--- src/rtl/riscv_ctrl_pkg.sv ---
// Shared types and encodings for the multicycle RISC-V control unit:
// state codes, opcodes, ALU operation codes and datapath mux selects.
package riscv_ctrl_pkg;

    typedef enum logic [3:0] {
        FETCH    = 4'd0,
        DECODE   = 4'd1,
        MEMADR   = 4'd2,
        MEMREAD  = 4'd3,
        MEMWB    = 4'd4,
        MEMWRITE = 4'd5,
        EXECUTER = 4'd6,
        EXECUTEI = 4'd7,
        ALUWB    = 4'd8,
        JAL      = 4'd9,
        BEQ      = 4'd10,
        HALT     = 4'd11
    } state_e;

    // ALU operation class handed from the FSM to the ALU decoder
    typedef enum logic [1:0] {
        ALUOP_ADD   = 2'b00,
        ALUOP_SUB   = 2'b01,
        ALUOP_FUNCT = 2'b10
    } aluop_e;

    localparam logic [6:0] OP_LOAD  = 7'b0000011;
    localparam logic [6:0] OP_STORE = 7'b0100011;
    localparam logic [6:0] OP_RTYPE = 7'b0110011;
    localparam logic [6:0] OP_ITYPE = 7'b0010011;
    localparam logic [6:0] OP_JAL   = 7'b1101111;
    localparam logic [6:0] OP_BEQ   = 7'b1100011;

    localparam logic [2:0] ALU_ADD = 3'b000;
    localparam logic [2:0] ALU_SUB = 3'b001;
    localparam logic [2:0] ALU_AND = 3'b010;
    localparam logic [2:0] ALU_OR  = 3'b011;
    localparam logic [2:0] ALU_SLT = 3'b101;

    localparam logic       ADR_PC     = 1'b0;
    localparam logic       ADR_RESULT = 1'b1;

    localparam logic [1:0] SRCA_PC    = 2'b00;
    localparam logic [1:0] SRCA_OLDPC = 2'b01;
    localparam logic [1:0] SRCA_RD1   = 2'b10;

    localparam logic [1:0] SRCB_RD2   = 2'b00;
    localparam logic [1:0] SRCB_IMM   = 2'b01;
    localparam logic [1:0] SRCB_FOUR  = 2'b10;

    localparam logic [1:0] RES_ALUOUT = 2'b00;
    localparam logic [1:0] RES_DATA   = 2'b01;
    localparam logic [1:0] RES_ALURES = 2'b10;

    localparam logic [1:0] IMM_I = 2'b00;
    localparam logic [1:0] IMM_S = 2'b01;
    localparam logic [1:0] IMM_B = 2'b10;
    localparam logic [1:0] IMM_J = 2'b11;

    // Immediate format follows directly from the opcode
    function automatic logic [1:0] imm_src_of(input logic [6:0] op);
        logic [1:0] imm;
        case (op)
            OP_STORE: imm = IMM_S;
            OP_BEQ:   imm = IMM_B;
            OP_JAL:   imm = IMM_J;
            default:  imm = IMM_I;
        endcase
        return imm;
    endfunction

endpackage

--- src/rtl/alu_decoder.sv ---
// Translates the FSM's ALU operation class plus instruction fields into
// the 3-bit ALU control code.
module alu_decoder
    import riscv_ctrl_pkg::*;
(
    input  aluop_e      i_alu_op,
    input  logic [2:0]  i_funct3,
    input  logic        i_op5,
    input  logic        i_funct7b5,
    output logic [2:0]  o_alu_control
);

    // Class select first, then funct3 decode for register/immediate ops
    always_comb begin
        o_alu_control = ALU_ADD;
        case (i_alu_op)
            ALUOP_ADD: o_alu_control = ALU_ADD;
            ALUOP_SUB: o_alu_control = ALU_SUB;
            ALUOP_FUNCT: begin
                case (i_funct3)
                    3'b000: begin
                        // bit 30 means sub only for R-type; addi ignores it
                        if (i_op5 && i_funct7b5) begin
                            o_alu_control = ALU_SUB;
                        end else begin
                            o_alu_control = ALU_ADD;
                        end
                    end
                    3'b010:  o_alu_control = ALU_SLT;
                    3'b110:  o_alu_control = ALU_OR;
                    3'b111:  o_alu_control = ALU_AND;
                    default: o_alu_control = ALU_ADD;
                endcase
            end
            default: o_alu_control = ALU_ADD;
        endcase
    end

endmodule

--- src/rtl/multicycle_controller.sv ---
// Moore-style control FSM for a multicycle RISC-V core (lw, sw, R/I-type,
// jal, beq) with memory-ready stalls and a sticky halt on illegal opcodes.
module multicycle_controller
    import riscv_ctrl_pkg::*;
#(
    parameter bit P_HALT_ON_ILLEGAL = 1'b1
) (
    input  logic        i_clk,
    input  logic        i_rst_n,
    input  logic [6:0]  i_op,
    input  logic [2:0]  i_funct3,
    input  logic        i_funct7b5,
    input  logic        i_zero,
    input  logic        i_mem_ready,
    output logic        o_pc_write,
    output logic        o_adr_src,
    output logic        o_ir_write,
    output logic        o_mem_write,
    output logic        o_reg_write,
    output logic [1:0]  o_result_src,
    output logic [1:0]  o_alu_src_a,
    output logic [1:0]  o_alu_src_b,
    output logic [1:0]  o_imm_src,
    output logic [2:0]  o_alu_control,
    output logic        o_halt,
    output logic [3:0]  o_state
);

    state_e state_q;
    state_e state_d;
    aluop_e alu_op_s;
    logic   pc_write_s;
    logic   ir_write_s;
    logic   mem_write_s;
    logic   reg_write_s;

    // State register; reset lands in FETCH so the first edge fetches
    always_ff @(posedge i_clk or negedge i_rst_n) begin
        if (!i_rst_n) begin
            state_q <= FETCH;
        end else begin
            state_q <= state_d;
        end
    end

    // Next-state selection, holding memory states until ready
    always_comb begin
        state_d = state_q;
        case (state_q)
            FETCH: begin
                if (i_mem_ready) begin
                    state_d = DECODE;
                end else begin
                    state_d = FETCH;
                end
            end
            DECODE: begin
                case (i_op)
                    OP_LOAD, OP_STORE: state_d = MEMADR;
                    OP_RTYPE:          state_d = EXECUTER;
                    OP_ITYPE:          state_d = EXECUTEI;
                    OP_JAL:            state_d = JAL;
                    OP_BEQ:            state_d = BEQ;
                    default: begin
                        if (P_HALT_ON_ILLEGAL) begin
                            state_d = HALT;
                        end else begin
                            state_d = FETCH;
                        end
                    end
                endcase
            end
            MEMADR: begin
                if (i_op == OP_LOAD) begin
                    state_d = MEMREAD;
                end else begin
                    state_d = MEMWRITE;
                end
            end
            MEMREAD: begin
                if (i_mem_ready) begin
                    state_d = MEMWB;
                end else begin
                    state_d = MEMREAD;
                end
            end
            MEMWB:    state_d = FETCH;
            MEMWRITE: begin
                if (i_mem_ready) begin
                    state_d = FETCH;
                end else begin
                    state_d = MEMWRITE;
                end
            end
            EXECUTER: state_d = ALUWB;
            EXECUTEI: state_d = ALUWB;
            ALUWB:    state_d = FETCH;
            JAL:      state_d = ALUWB;
            BEQ:      state_d = FETCH;
            HALT:     state_d = HALT;
            default:  state_d = FETCH;
        endcase
    end

    // Output decode from the current state; selects not used are left 0
    always_comb begin
        pc_write_s   = 1'b0;
        ir_write_s   = 1'b0;
        mem_write_s  = 1'b0;
        reg_write_s  = 1'b0;
        o_adr_src    = ADR_PC;
        o_result_src = RES_ALUOUT;
        o_alu_src_a  = SRCA_PC;
        o_alu_src_b  = SRCB_RD2;
        alu_op_s     = ALUOP_ADD;
        case (state_q)
            FETCH: begin
                o_adr_src    = ADR_PC;
                o_alu_src_a  = SRCA_PC;
                o_alu_src_b  = SRCB_FOUR;
                o_result_src = RES_ALURES;
                // no IR/PC update until memory delivers the instruction
                ir_write_s   = i_mem_ready;
                pc_write_s   = i_mem_ready;
            end
            DECODE: begin
                o_alu_src_a = SRCA_OLDPC;
                o_alu_src_b = SRCB_IMM;
            end
            MEMADR: begin
                o_alu_src_a = SRCA_RD1;
                o_alu_src_b = SRCB_IMM;
            end
            MEMREAD: begin
                o_adr_src    = ADR_RESULT;
                o_result_src = RES_ALUOUT;
            end
            MEMWB: begin
                o_result_src = RES_DATA;
                reg_write_s  = 1'b1;
            end
            MEMWRITE: begin
                o_adr_src    = ADR_RESULT;
                o_result_src = RES_ALUOUT;
                mem_write_s  = 1'b1;
            end
            EXECUTER: begin
                o_alu_src_a = SRCA_RD1;
                o_alu_src_b = SRCB_RD2;
                alu_op_s    = ALUOP_FUNCT;
            end
            EXECUTEI: begin
                o_alu_src_a = SRCA_RD1;
                o_alu_src_b = SRCB_IMM;
                alu_op_s    = ALUOP_FUNCT;
            end
            ALUWB: begin
                o_result_src = RES_ALUOUT;
                reg_write_s  = 1'b1;
            end
            JAL: begin
                o_alu_src_a  = SRCA_OLDPC;
                o_alu_src_b  = SRCB_FOUR;
                o_result_src = RES_ALUOUT;
                pc_write_s   = 1'b1;
            end
            BEQ: begin
                o_alu_src_a  = SRCA_RD1;
                o_alu_src_b  = SRCB_RD2;
                o_result_src = RES_ALUOUT;
                alu_op_s     = ALUOP_SUB;
                pc_write_s   = i_zero;
            end
            HALT: begin
                pc_write_s = 1'b0;
            end
            default: begin
                pc_write_s = 1'b0;
            end
        endcase
    end

    // Enables are suppressed for as long as reset is held
    always_comb begin
        o_pc_write  = pc_write_s  & i_rst_n;
        o_ir_write  = ir_write_s  & i_rst_n;
        o_mem_write = mem_write_s & i_rst_n;
        o_reg_write = reg_write_s & i_rst_n;
    end

    assign o_halt    = (state_q == HALT);
    assign o_state   = state_q;
    assign o_imm_src = imm_src_of(i_op);

    alu_decoder u_alu_decoder (
        .i_alu_op      (alu_op_s),
        .i_funct3      (i_funct3),
        .i_op5         (i_op[5]),
        .i_funct7b5    (i_funct7b5),
        .o_alu_control (o_alu_control)
    );

endmodule

--- config.mk ---
export PLATFORM = sky130hd
export DESIGN_NAME = multicycle_controller
export DESIGN_NICKNAME = d
export VERILOG_FILES = /design/src/rtl/riscv_ctrl_pkg.sv /design/src/rtl/alu_decoder.sv /design/src/rtl/multicycle_controller.sv
export SDC_FILE = /design/constraint.sdc
export NUM_CORES = 1
export LEC_CHECK = 0
export CORE_AREA = 8 8 51 53
export DETAILED_ROUTE_END_ITERATION = 12
export DIE_AREA = 0 0 59 61
export GPL_TIMING_DRIVEN = 0
export PLACE_DENSITY = 0.76
export SYNTH_ARGS = -nofsm -noshare
export SYNTH_HDL_FRONTEND = slang
export SYNTH_SLANG_ARGS = --single-unit
--- constraint.sdc ---
create_clock -name i_clk -period 2.3 [get_ports i_clk]
set_input_delay 0.575 -clock i_clk [delete_from_list [all_inputs] [get_ports i_clk]]
set_output_delay 0.575 -clock i_clk [all_outputs]
set_load 0.01 [all_outputs]
==> load_flow_metrics.sql, run 1 <==
INSERT INTO impl_metrics (metric_group, metric, value, unit) VALUES
('status', 'run_status', 'finished, final reports clean', ''),
('setup_path', 'critPathMaxFanout', '2', ''),
('drt', 'route.detailed.vias_per_inst', '5.12', ''),
('drt', 'route.final.wire_length', '2.21', 'mm'),
('setup_path', 'cp.buffers_inverters', '2', ''),
('floorplan', 'dieArea', '0.00360', 'mm^2'),
('clock_tree', 'h-tree-depth', '1', ''),
('drt', 'post_drt_wl_per_cell', '14.0', 'um'),
('setup_path', 'regToRegEndpoint', 'o_state[1]', ''),
('cells_and_area', 'multiInputGateArea', '526', 'um^2'),
('cells_and_area', 'drive_above_1_share', '0.275', ''),
('clock_tree', 'worst_skew_pair.late_latency', '0.24', 'ns'),
('clock_tree', 'cts-hold-fix-buffers', '0', ''),
('cells_and_area', 'layout.cells.most_common', 'sky130_fd_sc_hd__clkdlybuf4s50_1', ''),
('global_routing', 'number_of_antenna_violations_at_the_first_check_in_global_routing', '0', ''),
('global_routing', 'wire_length_of_the_first_global_routing_pass', '3.59', 'mm'),
('floorplan', 'dieHeight', '61', 'um'),
('setup_path', 'cp_max_delay_cell', 'sky130_fd_sc_hd__clkdlybuf4s50_1', ''),
('cells_and_area', 'n_fill_cell', '185', ''),
('global_routing', 'grt_util_all_layers', '0.126', ''),
('timing', 'finalMaxSlewViolations', '0', ''),
('global_routing', 'overflow', '0', ''),
('clock_tree', 'cts_inserted_buffers', '3', ''),
('yosys', 'synthesis.instances', '90', ''),
('setup_path', 'worstSetupEndpointType', 'output pin', ''),
('timing', 'final_critical_path_setup_slack', '0.0556', 'ns'),
('clock_tree', 'cts_tree', 'done', ''),
('setup_path', 'cp_cell_sequence', 'clkdlybuf4s50_1, nand3_2, or2_1, a21oi_1, buf_2', ''),
('place', 'port_buffers', '35', ''),
('global_routing', 'grt_pass1_vias', '839', ''),
('cells_and_area', 'finalNetCount', '150', ''),
('yosys', 'ys_ff_latch', '4', ''),
('worst_hold_path', 'min_path_type', 'in -> async', ''),
('pwr', 'peakVddDrop', '0.000399', 'V'),
('timing', 'finalClockSkew', '0.00866', 'ns'),
('yosys', 'synthesized_net_count', '107', ''),
('timing', 'worst_hold_slack', '0.312', 'ns'),
('setup_path', 'slowest_delay', '0.49', 'ns'),
('yosys', 'largest_family_of_logic_cells_by_synthesized_area', 'simple AND/OR/NAND/NOR gates', ''),
('yosys', 'synth_fa_ha_area_frac', '0.0389', ''),
('yosys', 'synth_warnings', '0', ''),
('cells_and_area', 'leading_cell_types_in_the_layout_fill_and_taps_excluded', 'sky130_fd_sc_hd__clkdlybuf4s50_1 (10), sky130_fd_sc_hd__dlygate4sd2_1 (9), sky130_fd_sc_hd__dlymetal6s2s_1 (9), sky130_fd_sc_hd__inv_1 (8), sky130_fd_sc_hd__buf_2 (7)', ''),
('timing', 'finalCriticalPeriod', '2.24', 'ns'),
('place', 'placedCellCount', '152', ''),
('drt', 'dr.pass1.iters', '4', ''),
('pwr', 'power_per_cell_area', '909', 'mW/mm^2'),
('timing', 'setup-violations-final', '0', ''),
('clock_tree', 'clk_root_buffer_cell', 'sky130_fd_sc_hd__clkbuf_4', ''),
('cells_and_area', 'utilization', '0.608', ''),
('setup_path', 'startpoint_type', 'input pin', ''),
('cells_and_area', 'register_area', '101', 'um^2'),
('drt', 'antenna_left', '0', ''),
('clock_tree', 'clock_path_buffers', '2', ''),
('cells_and_area', 'n_antenna_cell', '0', ''),
('floorplan', 'row_count', '16', ''),
('floorplan', 'die-width', '59', 'um'),
('floorplan', 'io-pin-count', '36', ''),
('setup_path', 'critical_path.reg2reg.startpoint', 'o_state[2]', ''),
('drt', 'residual_drc_count', '0', ''),
('place', 'place_congestion', '0.827', ''),
('clock_tree', 'clkSlewWorstSetupHoldPaths', '0.04', 'ns'),
('floorplan', 'start_util', '0.349', ''),
('setup_path', 'worstSetupPathType', 'in -> out', ''),
('setup_path', 'cp.required', '1.73', 'ns'),
('timing', 'finalHoldViolCount', '0', ''),
('setup_path', 'worst_r2r_path_depth', '5', ''),
('setup_path', 'worst-endpoint-arrival', '1.67', 'ns'),
('place', 'place_hpwl', '1.62', 'mm'),
('job', 'timing.max_cap.violations', '0', ''),
('setup_path', 'critPathTopFamily', 'buffers and inverters', ''),
('timing', 'worst_max_slew_pin_slew', '0.289', 'ns');
-- metal layers --
metal  up-vias  share of wire  track usage
met4         0          0.021       0.0683
met3         7           0.12       0.0678
met1       359           0.39        0.129
li1        401              -            -
met5         -              0            0
met2        42           0.46        0.206
-- worst register-to-register path, stage by stage (launching register included) --
cell                      delay [ns]
sky130_fd_sc_hd__dfrtp_2        0.42
sky130_fd_sc_hd__buf_4          0.16
sky130_fd_sc_hd__buf_4          0.15
sky130_fd_sc_hd__nor3_4         0.18
sky130_fd_sc_hd__or4b_1         0.44
sky130_fd_sc_hd__nand3_1        0.10
-- cell families after synthesis --
family / count (synthesis)
buf+inv: 15
mux: 1
fa+ha+maj: 2
compound gates: 16
simple gates: 49
xor+xnor: 3
flops: 4
-- through the flow --
| step | TNS [ns] | area, um^2 | total power, W |
|---|---|---|---|
| final | 0 | 1120 | 0.00102 |
| after global routing | -0.00361 | 1120 | 0.00111 |
| after CTS | -0.0115 | 1050 | 0.00100 |
| after detailed placement | -2.79 | 1030 | 0.000894 |
| after global placement | -2.68 | 1030 | 0.000881 |
| after floorplan | 0 | 643 | 0.000574 |
-- area by class of cell --
cell class | count | share of cell area
inverters | 9 | 0.0302
repair buffers | 38 | 0.316
multi-input cells | 71 | 0.469
plain buffers | 6 | 0.0436
flip-flops and latches | 4 | 0.0905
well taps | 27 | 0.0302
clock buffers | 3 | 0.0201
-- cells in the mapped netlist --
cell type	number	area, um^2
sky130_fd_sc_hd__inv_1	8	30.0
sky130_fd_sc_hd__nor3_1	7	35.0
sky130_fd_sc_hd__nand2_1	6	22.5
sky130_fd_sc_hd__nand2b_1	6	37.5
sky130_fd_sc_hd__nor2_1	5	18.8
sky130_fd_sc_hd__a21oi_1	4	20.0
sky130_fd_sc_hd__dfrtp_1	4	100
sky130_fd_sc_hd__nand3_1	4	20.0
sky130_fd_sc_hd__o21ai_0	4	20.0
sky130_fd_sc_hd__nor2b_1	3	18.8
sky130_fd_sc_hd__and3_1	2	12.5
sky130_fd_sc_hd__buf_2	2	10.0
sky130_fd_sc_hd__clkbuf_1	2	7.51
sky130_fd_sc_hd__ha_1	2	25.0
sky130_fd_sc_hd__nand3b_1	2	15.0
sky130_fd_sc_hd__nor4_1	2	12.5
sky130_fd_sc_hd__or2_0	2	12.5
sky130_fd_sc_hd__xnor2_1	2	17.5
sky130_fd_sc_hd__a21boi_0	1	7.51
sky130_fd_sc_hd__a221o_1	1	10.0
sky130_fd_sc_hd__a31o_2	1	8.76
sky130_fd_sc_hd__a31oi_1	1	6.26
sky130_fd_sc_hd__and2_1	1	6.26
sky130_fd_sc_hd__buf_4	1	7.51
sky130_fd_sc_hd__buf_6	1	11.3
sky130_fd_sc_hd__inv_2	1	3.75
sky130_fd_sc_hd__mux2i_1	1	10.0
sky130_fd_sc_hd__nand2b_4	1	13.8
sky130_fd_sc_hd__nand4_1	1	6.26
sky130_fd_sc_hd__nand4_2	1	12.5
sky130_fd_sc_hd__nor2_2	1	6.26
sky130_fd_sc_hd__nor3_4	1	16.3
sky130_fd_sc_hd__nor3b_1	1	7.51
sky130_fd_sc_hd__nor4b_2	1	15.0
sky130_fd_sc_hd__o2111ai_1	1	8.76
sky130_fd_sc_hd__o211ai_1	1	7.51
sky130_fd_sc_hd__o21bai_1	1	7.51
sky130_fd_sc_hd__o32a_1	1	10.0
sky130_fd_sc_hd__or2_1	1	6.26
sky130_fd_sc_hd__or4b_1	1	10.0
sky130_fd_sc_hd__xor2_1	1	8.76
-- what timing repair did --
action                                 CTS  global route
pin swaps                                1             4
endpoints found under the hold margin    0             0
buffers inserted                         2             1
setup endpoints to repair               16            13
resized for setup                       41            21
-- worst max-delay path by stage --
stage / startpoint / to / slack (ns) / cells after the start
final: i_op[6] / o_imm_src[0] / 0.06 / 5
after global routing: i_op[6] / o_imm_src[0] / -0.004 / 5
after CTS: o_state[0] / o_alu_control[1] / -0.01 / 5
after detailed placement: i_mem_ready / o_pc_write / -0.44 / 6
after global placement: i_mem_ready / o_pc_write / -0.41 / 6
after floorplan: o_state[2] / o_alu_control[1] / 0.23 / 4
-- where the power goes --
part	internal (W)	switching (W)	leakage [nW]
clock	0.0000585	0.0000316	0.0138
combinational	0.000397	0.000405	0.541
sequential	0.000101	0.0000254	0.0497
total	0.000556	0.000462	0.604
Note: power is estimated with default switching activity, not from simulation.
==> inputs of run 2 (changes only) <==
--- a/config.mk
+++ b/config.mk
@@ -8,6 +8,7 @@
 export CORE_AREA = 8 8 51 53
 export DETAILED_ROUTE_END_ITERATION = 12
 export DIE_AREA = 0 0 59 61
+export GPL_ROUTABILITY_DRIVEN = 0
 export GPL_TIMING_DRIVEN = 0
 export PLACE_DENSITY = 0.76
 export SYNTH_ARGS = -nofsm -noshare
==> results of run 2 <==
The final DEF is identical to that of run 1; final timing and power are the same.
